<file path="src/rtl/bitwise_logic_pipe.sv">
`default_nettype none
// ============================================================================
// Module      : bitwise_logic_pipe
// Description : Registered bitwise logic unit (AND / OR / XOR / NAND) over two
//               WIDTH-bit operands. Results are buffered in a 2-entry output
//               queue. Both sides use a valid/ready handshake.
//               Optional accumulator (macro BITWISE_LOGIC_PIPE_ACC_EN) lets
//               the previous result stand in for operand B.
// Revision    : 1.0 - initial release
// ----------------------------------------------------------------------------
// Ports:
//   clk      in   1      clock, rising edge
//   resetN   in   1      asynchronous active-low reset
//   inValid  in   1      operand transaction offered
//   inReady  out  1      queue has room (registered state only)
//   inA      in   WIDTH  operand A
//   inB      in   WIDTH  operand B
//   op       in   2      00 AND, 01 OR, 10 XOR, 11 NAND
//   accSel   in   1      operand B = acc (accumulator build only)
//   accClr   in   1      clear acc (accumulator build only)
//   outValid out  1      queue head holds a result
//   outReady in   1      consumer takes the head
//   out      out  WIDTH  queue head result
//   zero     out  1      out == 0
// ============================================================================
module bitwise_logic_pipe #(
   parameter int WIDTH = 8
) (
   input  logic             clk,
   input  logic             resetN,
   input  logic             inValid,
   output logic             inReady,
   input  logic [WIDTH-1:0] inA,
   input  logic [WIDTH-1:0] inB,
   input  logic [1:0]       op,
   input  logic             accSel,
   input  logic             accClr,
   output logic             outValid,
   input  logic             outReady,
   output logic [WIDTH-1:0] out,
   output logic             zero
);

   localparam logic [1:0] OP_AND  = 2'b00;
   localparam logic [1:0] OP_OR   = 2'b01;
   localparam logic [1:0] OP_XOR  = 2'b10;
   localparam logic [1:0] OP_NAND = 2'b11;

   localparam logic [1:0] CNT_EMPTY = 2'd0;
   localparam logic [1:0] CNT_ONE   = 2'd1;
   localparam logic [1:0] CNT_FULL  = 2'd2;

   logic [1:0]       count_q, count_d;
   logic [WIDTH-1:0] head_q, head_d;
   logic [WIDTH-1:0] tail_q, tail_d;
   logic [WIDTH-1:0] operand_b;
   logic [WIDTH-1:0] result;
   logic             push;
   logic             pop;

   // Handshake flags depend on the registered count only, so inReady has no
   // combinational path from outReady.
   assign inReady  = (count_q != CNT_FULL);
   assign outValid = (count_q != CNT_EMPTY);
   assign out      = head_q;
   assign zero     = ~|head_q;
   assign push     = inValid && inReady;
   assign pop      = outValid && outReady;

`ifdef BITWISE_LOGIC_PIPE_ACC_EN
   logic [WIDTH-1:0] acc_q, acc_d;

   // Operand B reads the pre-update acc, so a same-cycle clear does not
   // affect the operation being accepted.
   assign operand_b = accSel ? acc_q : inB;

   always_comb begin
      acc_d = acc_q;
      if (push) begin
         acc_d = result;
      end
      // Clear wins over the accept update.
      if (accClr) begin
         acc_d = '0;
      end
   end

   always_ff @(posedge clk or negedge resetN) begin
      if (!resetN) begin
         acc_q <= '0;
      end else begin
         acc_q <= acc_d;
      end
   end
`else
   logic unused_acc_ctl;
   assign unused_acc_ctl = accSel ^ accClr;
   assign operand_b      = inB;
`endif

   always_comb begin
      result = '0;
      case (op)
         OP_AND:  result = inA & operand_b;
         OP_OR:   result = inA | operand_b;
         OP_XOR:  result = inA ^ operand_b;
         OP_NAND: result = ~(inA & operand_b);
         default: result = '0;
      endcase
   end

   always_comb begin
      count_d = count_q;
      head_d  = head_q;
      tail_d  = tail_q;
      case (count_q)
         CNT_EMPTY: begin
            if (push) begin
               head_d  = result;
               count_d = CNT_ONE;
            end
         end
         CNT_ONE: begin
            if (push && pop) begin
               // Head leaves and the new result takes its place.
               head_d = result;
            end else if (push) begin
               tail_d  = result;
               count_d = CNT_FULL;
            end else if (pop) begin
               // Clear the vacated head so an empty queue presents out = 0.
               head_d  = '0;
               count_d = CNT_EMPTY;
            end
         end
         CNT_FULL: begin
            if (pop) begin
               head_d  = tail_q;
               tail_d  = '0;
               count_d = CNT_ONE;
            end
         end
         default: begin
            count_d = CNT_EMPTY;
            head_d  = '0;
            tail_d  = '0;
         end
      endcase
   end

   always_ff @(posedge clk or negedge resetN) begin
      if (!resetN) begin
         count_q <= CNT_EMPTY;
         head_q  <= '0;
         tail_q  <= '0;
      end else begin
         count_q <= count_d;
         head_q  <= head_d;
         tail_q  <= tail_d;
      end
   end

endmodule
`default_nettype wire

</file>
<file path="config.mk">
export PLATFORM = sky130hd
export DESIGN_NAME = bitwise_logic_pipe
export DESIGN_NICKNAME = d
export VERILOG_FILES = /design/src/rtl/bitwise_logic_pipe.sv
export SDC_FILE = /design/constraint.sdc
export NUM_CORES = 1
export LEC_CHECK = 0
export ABC_AREA = 1
export BUFFER_PORTS_ARGS = -buffer_cell sky130_fd_sc_hd__buf_2
export CORE_MARGIN = 2
export CORE_UTILIZATION = 35
export DETAILED_ROUTE_END_ITERATION = 8
export GPL_ROUTABILITY_DRIVEN = 0
export PLACE_DENSITY = 0.62
export SLEW_MARGIN = 20
export SYNTH_ARGS = -nofsm -noshare
export SYNTH_HDL_FRONTEND = slang
export SYNTH_SLANG_ARGS = --single-unit
</file>
<file path="constraint.sdc">
create_clock -name clk -period 3.5 [get_ports clk]
set_input_delay 0.175 -clock clk [delete_from_list [all_inputs] [get_ports clk]]
set_output_delay 0.175 -clock clk [all_outputs]
set_load 0.01 [all_outputs]
</file>
Word level (Yosys, flattened, before mapping)
Cells that the tools add are included.
{"block": "op_classes", "reduce_logical": 11, "n_bitwise": 5, "n_mux": 15, "n_eq_ne": 13}
{"operator": "$mux W8", "count": 6}
{"operator": "$pmux W8 S3", "count": 2}
{"operator": "$pmux W8 S4", "count": 1}
{"operator": "$reduce_and A4 Y1", "count": 3}
{"operator": "$mux W2", "count": 5}
{"operator": "$ne A2 B2 Y1 const B", "count": 5}
{"operator": "$ne A3 B3 Y1 const B", "count": 3}
{"operator": "$and A8 B8 Y8", "count": 1}
{"operator": "$not A8 Y8", "count": 1}
{"operator": "$or A8 B8 Y8", "count": 1}
{"operator": "$reduce_or A8 Y1", "count": 1}
{"operator": "$xor A8 B8 Y8", "count": 1}
{"operator": "$eq A2 B2 Y1 const B", "count": 3}
{"operator": "$pmux W2 S3", "count": 1}
{"operator": "$eq A2 B1 Y1 const B", "count": 2}
{"operator": "$logic_not A2 Y1", "count": 2}
{"operator": "$logic_and A1 B1 Y1", "count": 3}
{"operator": "$reduce_bool A2 Y1", "count": 1}
{"operator": "$logic_not A1 Y1", "count": 1}
{"operator": "$not A1 Y1", "count": 1}
{"block": "totals", "inputBits": 24, "word_cells": 47, "output_inout_bits": 11, "regBits": 18}

Depth between registers and ports, before layout
{"block": "logic_depth", "depth_word": 6, "ltp_mapped": 9, "depth_no_buf": 9}

Worst setup path before layout
OpenSTA, ideal clock, no wires.
{"block": "synth_timing", "path_type": "register -> register", "start": "register count_q[1]", "end": "register head_q[0] (netlist: out[0])", "setup_time_ns": 0.117, "stages_incl_launch_ff": 7, "required_ns": 3.383, "path_buffers": 0, "t_arrival_ns": 1.082, "slack_ns": 2.302, "path_cell_list": "dfrtp_1 -> nor2_2 -> a21oi_2 -> nor2_4 -> inv_2 -> nand2_1 -> nand2_1"}
{"block": "synth_between", "elab_chain_len": 5}
{"element": "start: declaration", "line_no": "53", "text": "logic [1:0] count_q, count_d;"}
{"element": "start signal: assignment", "line_no": "157", "text": "count_q <= count_d;"}
{"element": "$ne A2 B2 Y1 or $reduce_bool A2 Y1 (tied branches)", "line_no": "63, 64"}
{"element": "$logic_and A1 B1 Y1 (on tied branches)", "line_no": "67, 68"}
{"element": "$logic_and A1 B1 Y1", "line_no": "124", "text": "if (push && pop) begin"}
{"element": "$ne A3 B3 Y1 (no source line) or $mux W8 (tied branches)"}
{"element": "$reduce_and A4 Y1 (no source line) or $pmux W8 S3 (tied branches)"}
{"element": "end signal: assignment", "line_no": "154", "text": "head_q <= '0;"}
{"element": "end signal: assignment", "line_no": "158", "text": "head_q <= head_d;"}
{"element": "end: declaration", "line_no": "54", "text": "logic [WIDTH-1:0] head_q, head_d;"}
Several ways; a longest one is shown, not always the timed one.
A chain may end at the register's enable or synchronous reset.

Worst setup path in the final report
{"block": "layout_timing", "start": "register count_q[1]", "end": "register tail_q[3]"}
{"block": "layout_between", "elab_chain_len": 5}
{"element": "$ne A2 B2 Y1 or $reduce_bool A2 Y1 (tied branches)", "line_no": "63, 64"}
{"element": "$logic_and A1 B1 Y1 (on tied branches)", "line_no": "67, 68"}
{"element": "$logic_and A1 B1 Y1", "line_no": "124"}
{"element": "$ne A2 B2 Y1 (no source line)"}
{"element": "$reduce_and A4 Y1 (no source line)"}
{"element": "end signal: assignment", "line_no": "159", "text": "tail_q <= tail_d;"}
{"element": "end: declaration", "line_no": "55", "text": "logic [WIDTH-1:0] tail_q, tail_d;"}
Several ways; a longest one is shown, not always the timed one.

==> qor.yml <==
final_layout:
  syn_to_final_growth_pct: 18.6
  n_antenna_cell: 0
  layout-drive-gt1-share_pct: 18.0
  multiInputGateArea_um2: 800
  fillers: 431
  fin_cells: 289
  num-nets-final: 280
  regArea_um2: 450
floorplan:
  die_height_um: 67.8
  rows: 23
  start_util_pct: 35.9
  core-area_um2: 3970
  die_w_um: 67.8
  fp.dieArea_um2: 4600
  ioPinCount: 35
sta:
  relSlewSlack_pct: 63.1
  finalClockSkew_ps: 3.38
  hold_violations: 0
  maxSlewViolCount: 0
  worst_slew_pin_slew_ps: 551
  rsz0062_at_grt: "no"
  setup_viol: 0
  clock.fmax_ghz: 0.718
  finalSetupTns_ps: 0
  whs_ps: 132
  period_needed_ps: 1390
  timing.final.crit_share_pct: 39.8
grt:
  grt_remaining_overflow: 0
  grt_pass1_wl_um: 5130
  track_usage_pct: 14.3
  grt_pass1_vias: 1214
  antenna_found_initial: 0
  grt_max_degree: 19
setup_path:
  crit_chain: "inv_1 > nand3_1 > nor2_1 > nand3_1 > o21ai_1"
  crit_family: "simple AND/OR/NAND/NOR gates"
  critPathBufInv: 1
  crit_slowest_cell: "nor2_1"
  worstPathRequired_ps: 3680
  critical_path_class: "reg2reg"
  r2r-end: "tail_q[3]"
  crit_top_cell: "nand3_1"
  end_kind: "register"
  critical_path_arrival_ps: 1570
  cp-startpoint: "count_q[1]"
  start_kind: "register"
  regToRegSetupSlack_ps: 2110
  reg2reg_from: "count_q[1]"
  path_max_fanout: 8
  reg2reg_depth: 5
  slowest_delay_ps: 450
route:
  ant_nets: 0
  vias_per_cell: 4.60
  route.vias.total: 1329
  drtPass1Iterations: 4
  wire_per_inst_um: 10.0
  drtIter0Drc: 48
  finalWirelength_um: 2900
  drc: 0
synth:
  synth_top_area_share_pct: 31.6
  yosysTopAreaCell: "dfrtp_1"
  synth_area_leaders: "dfrtp_1 (32%), nand2_1 (16%), ha_1 (14%), nand3_1 (12%), inv_1 (10%)"
  synth_edf_count: 0
  synth.avg_cell_area_um2: 6.96
  async_reset_ff_share_pct: 100
  syn-cell-area_um2: 1430
  syn_nets: 245
  ys_warn_count: 0
  synthFlopType: "dfrtp_1"
  synth_most_common_cell: "nand2_1"
  yosysSeqAreaShare_pct: 31.6
  synthCells: 205
  ys_types: 21
  synthTopCellsByCount: "nand2_1 (60), inv_1 (39), nand3_1 (33)"
  ys_ff_latch: 18
cts:
  cts_buffer_depth: 2
  clock-root-buffer: "clkbuf_8"
  htreeDepth: 1
  clock-sinks: 18
  cts_hold_buf: 1
  cts_tree: "built"
  cts_resized: 0
  clock_latency_ps: 250
  cts_buffers: 3
  clkTransAtPathRegs_ps: 70
  cts_post_setup_buffers_inserted: 0
min_path:
  min_path_type: "in2reg"
  min_path_cells: 2
  hp-start: "outReady"
  hold_path_end: "count_q[1]"
job:
  cap_violations: 0
placement:
  dp_cells: 284
  dp_hpwl_um: 2330
  io_buffer_count: 32
pwr:
  vdd_drop_max_uv: 248
  powerDensity_nw_per_um2: 548
  power.leakage_nw: 1.00
outcome:
  outcome: "complete, no violations"
## flip-flops by register name, summed over array words and instances (netlist names)
signal   cells
out          8
tail_q       8
count_q      2
## cells in the final DEF (no fill, tap or decap), drive strengths merged
cell type	synthesis	final
a21o	7	7
nand3	33	33
clkbuf	0	4
o21ai	8	8
nor3	2	2
xnor2	1	1
nor2	11	11
nor4	1	1
inv	40	40
clkinv	1	1
nand4	1	1
ha	16	16
nand2	61	61
dfrtp	18	18
a21oi	2	2
dlygate4sd3	0	1
buf	3	32
## where the power goes
part	total, mW	internal, mW	switching, mW	leakage [nW]
clock network	0.165	0.0999	0.0655	0.0288
logic	0.410	0.151	0.259	0.740
registers	0.352	0.293	0.0584	0.235
total	0.927	0.545	0.383	1.00
## layout make-up
class	instances	area share, %
Clock buffer	4	3.25
Inverter	41	9.10
Multi-Input combinational cell	143	47.3
Sequential cell	18	26.6
Tap cell	50	3.70
Timing Repair Buffer	33	10.1
## worst max-delay path by stage
stage                     slack (ps)         to  cells after the start
after CTS                       2100       zero                      4
after detailed placement        2120  tail_q[0]                      5
after global placement          2140  tail_q[3]                      5
after global routing            1920  tail_q[0]                      5
after floorplan                 2300     out[0]                      6
final                           2110  tail_q[3]                      5
## cell families (layout without fill, tap and decap cells)
family          after synthesis  after routing  share of synthesized area, %
simple gates                109            109                          33.9
buf+inv                      44             78                          12.4
flops                        18             18                          31.6
compound gates               17             17                          7.46
fa+ha+maj                    16             16                          14.0
xor+xnor                      1              1                         0.614
## stage by stage
step / worst slack (ps) / util (%) / power [mW] / cell area (um2)
after CTS: 2100 / 42.6 / 0.941 / 1690
after detailed placement: 2120 / 41.0 / 0.768 / 1630
final: 2110 / 42.6 / 0.927 / 1690
after floorplan: 2300 / - / 0.634 / 1430
after global placement: 2140 / 41.0 / 0.760 / 1630
after global routing: 1920 / 42.6 / 1.03 / 1690
## layer usage
layer	GRT usage (%)	wire, um
met5	0	0
met4	1.50	8
met3	2.96	91
met2	25.5	1500
met1	18.3	1300
## worst register-to-register path, cell delays in order (launching register included)
cell and delay (ps):
dfrtp_1 420, inv_1 90, nand3_1 90, nor2_1 450, nand3_1 160, o21ai_1 120
(Power assumes the default switching activity.)
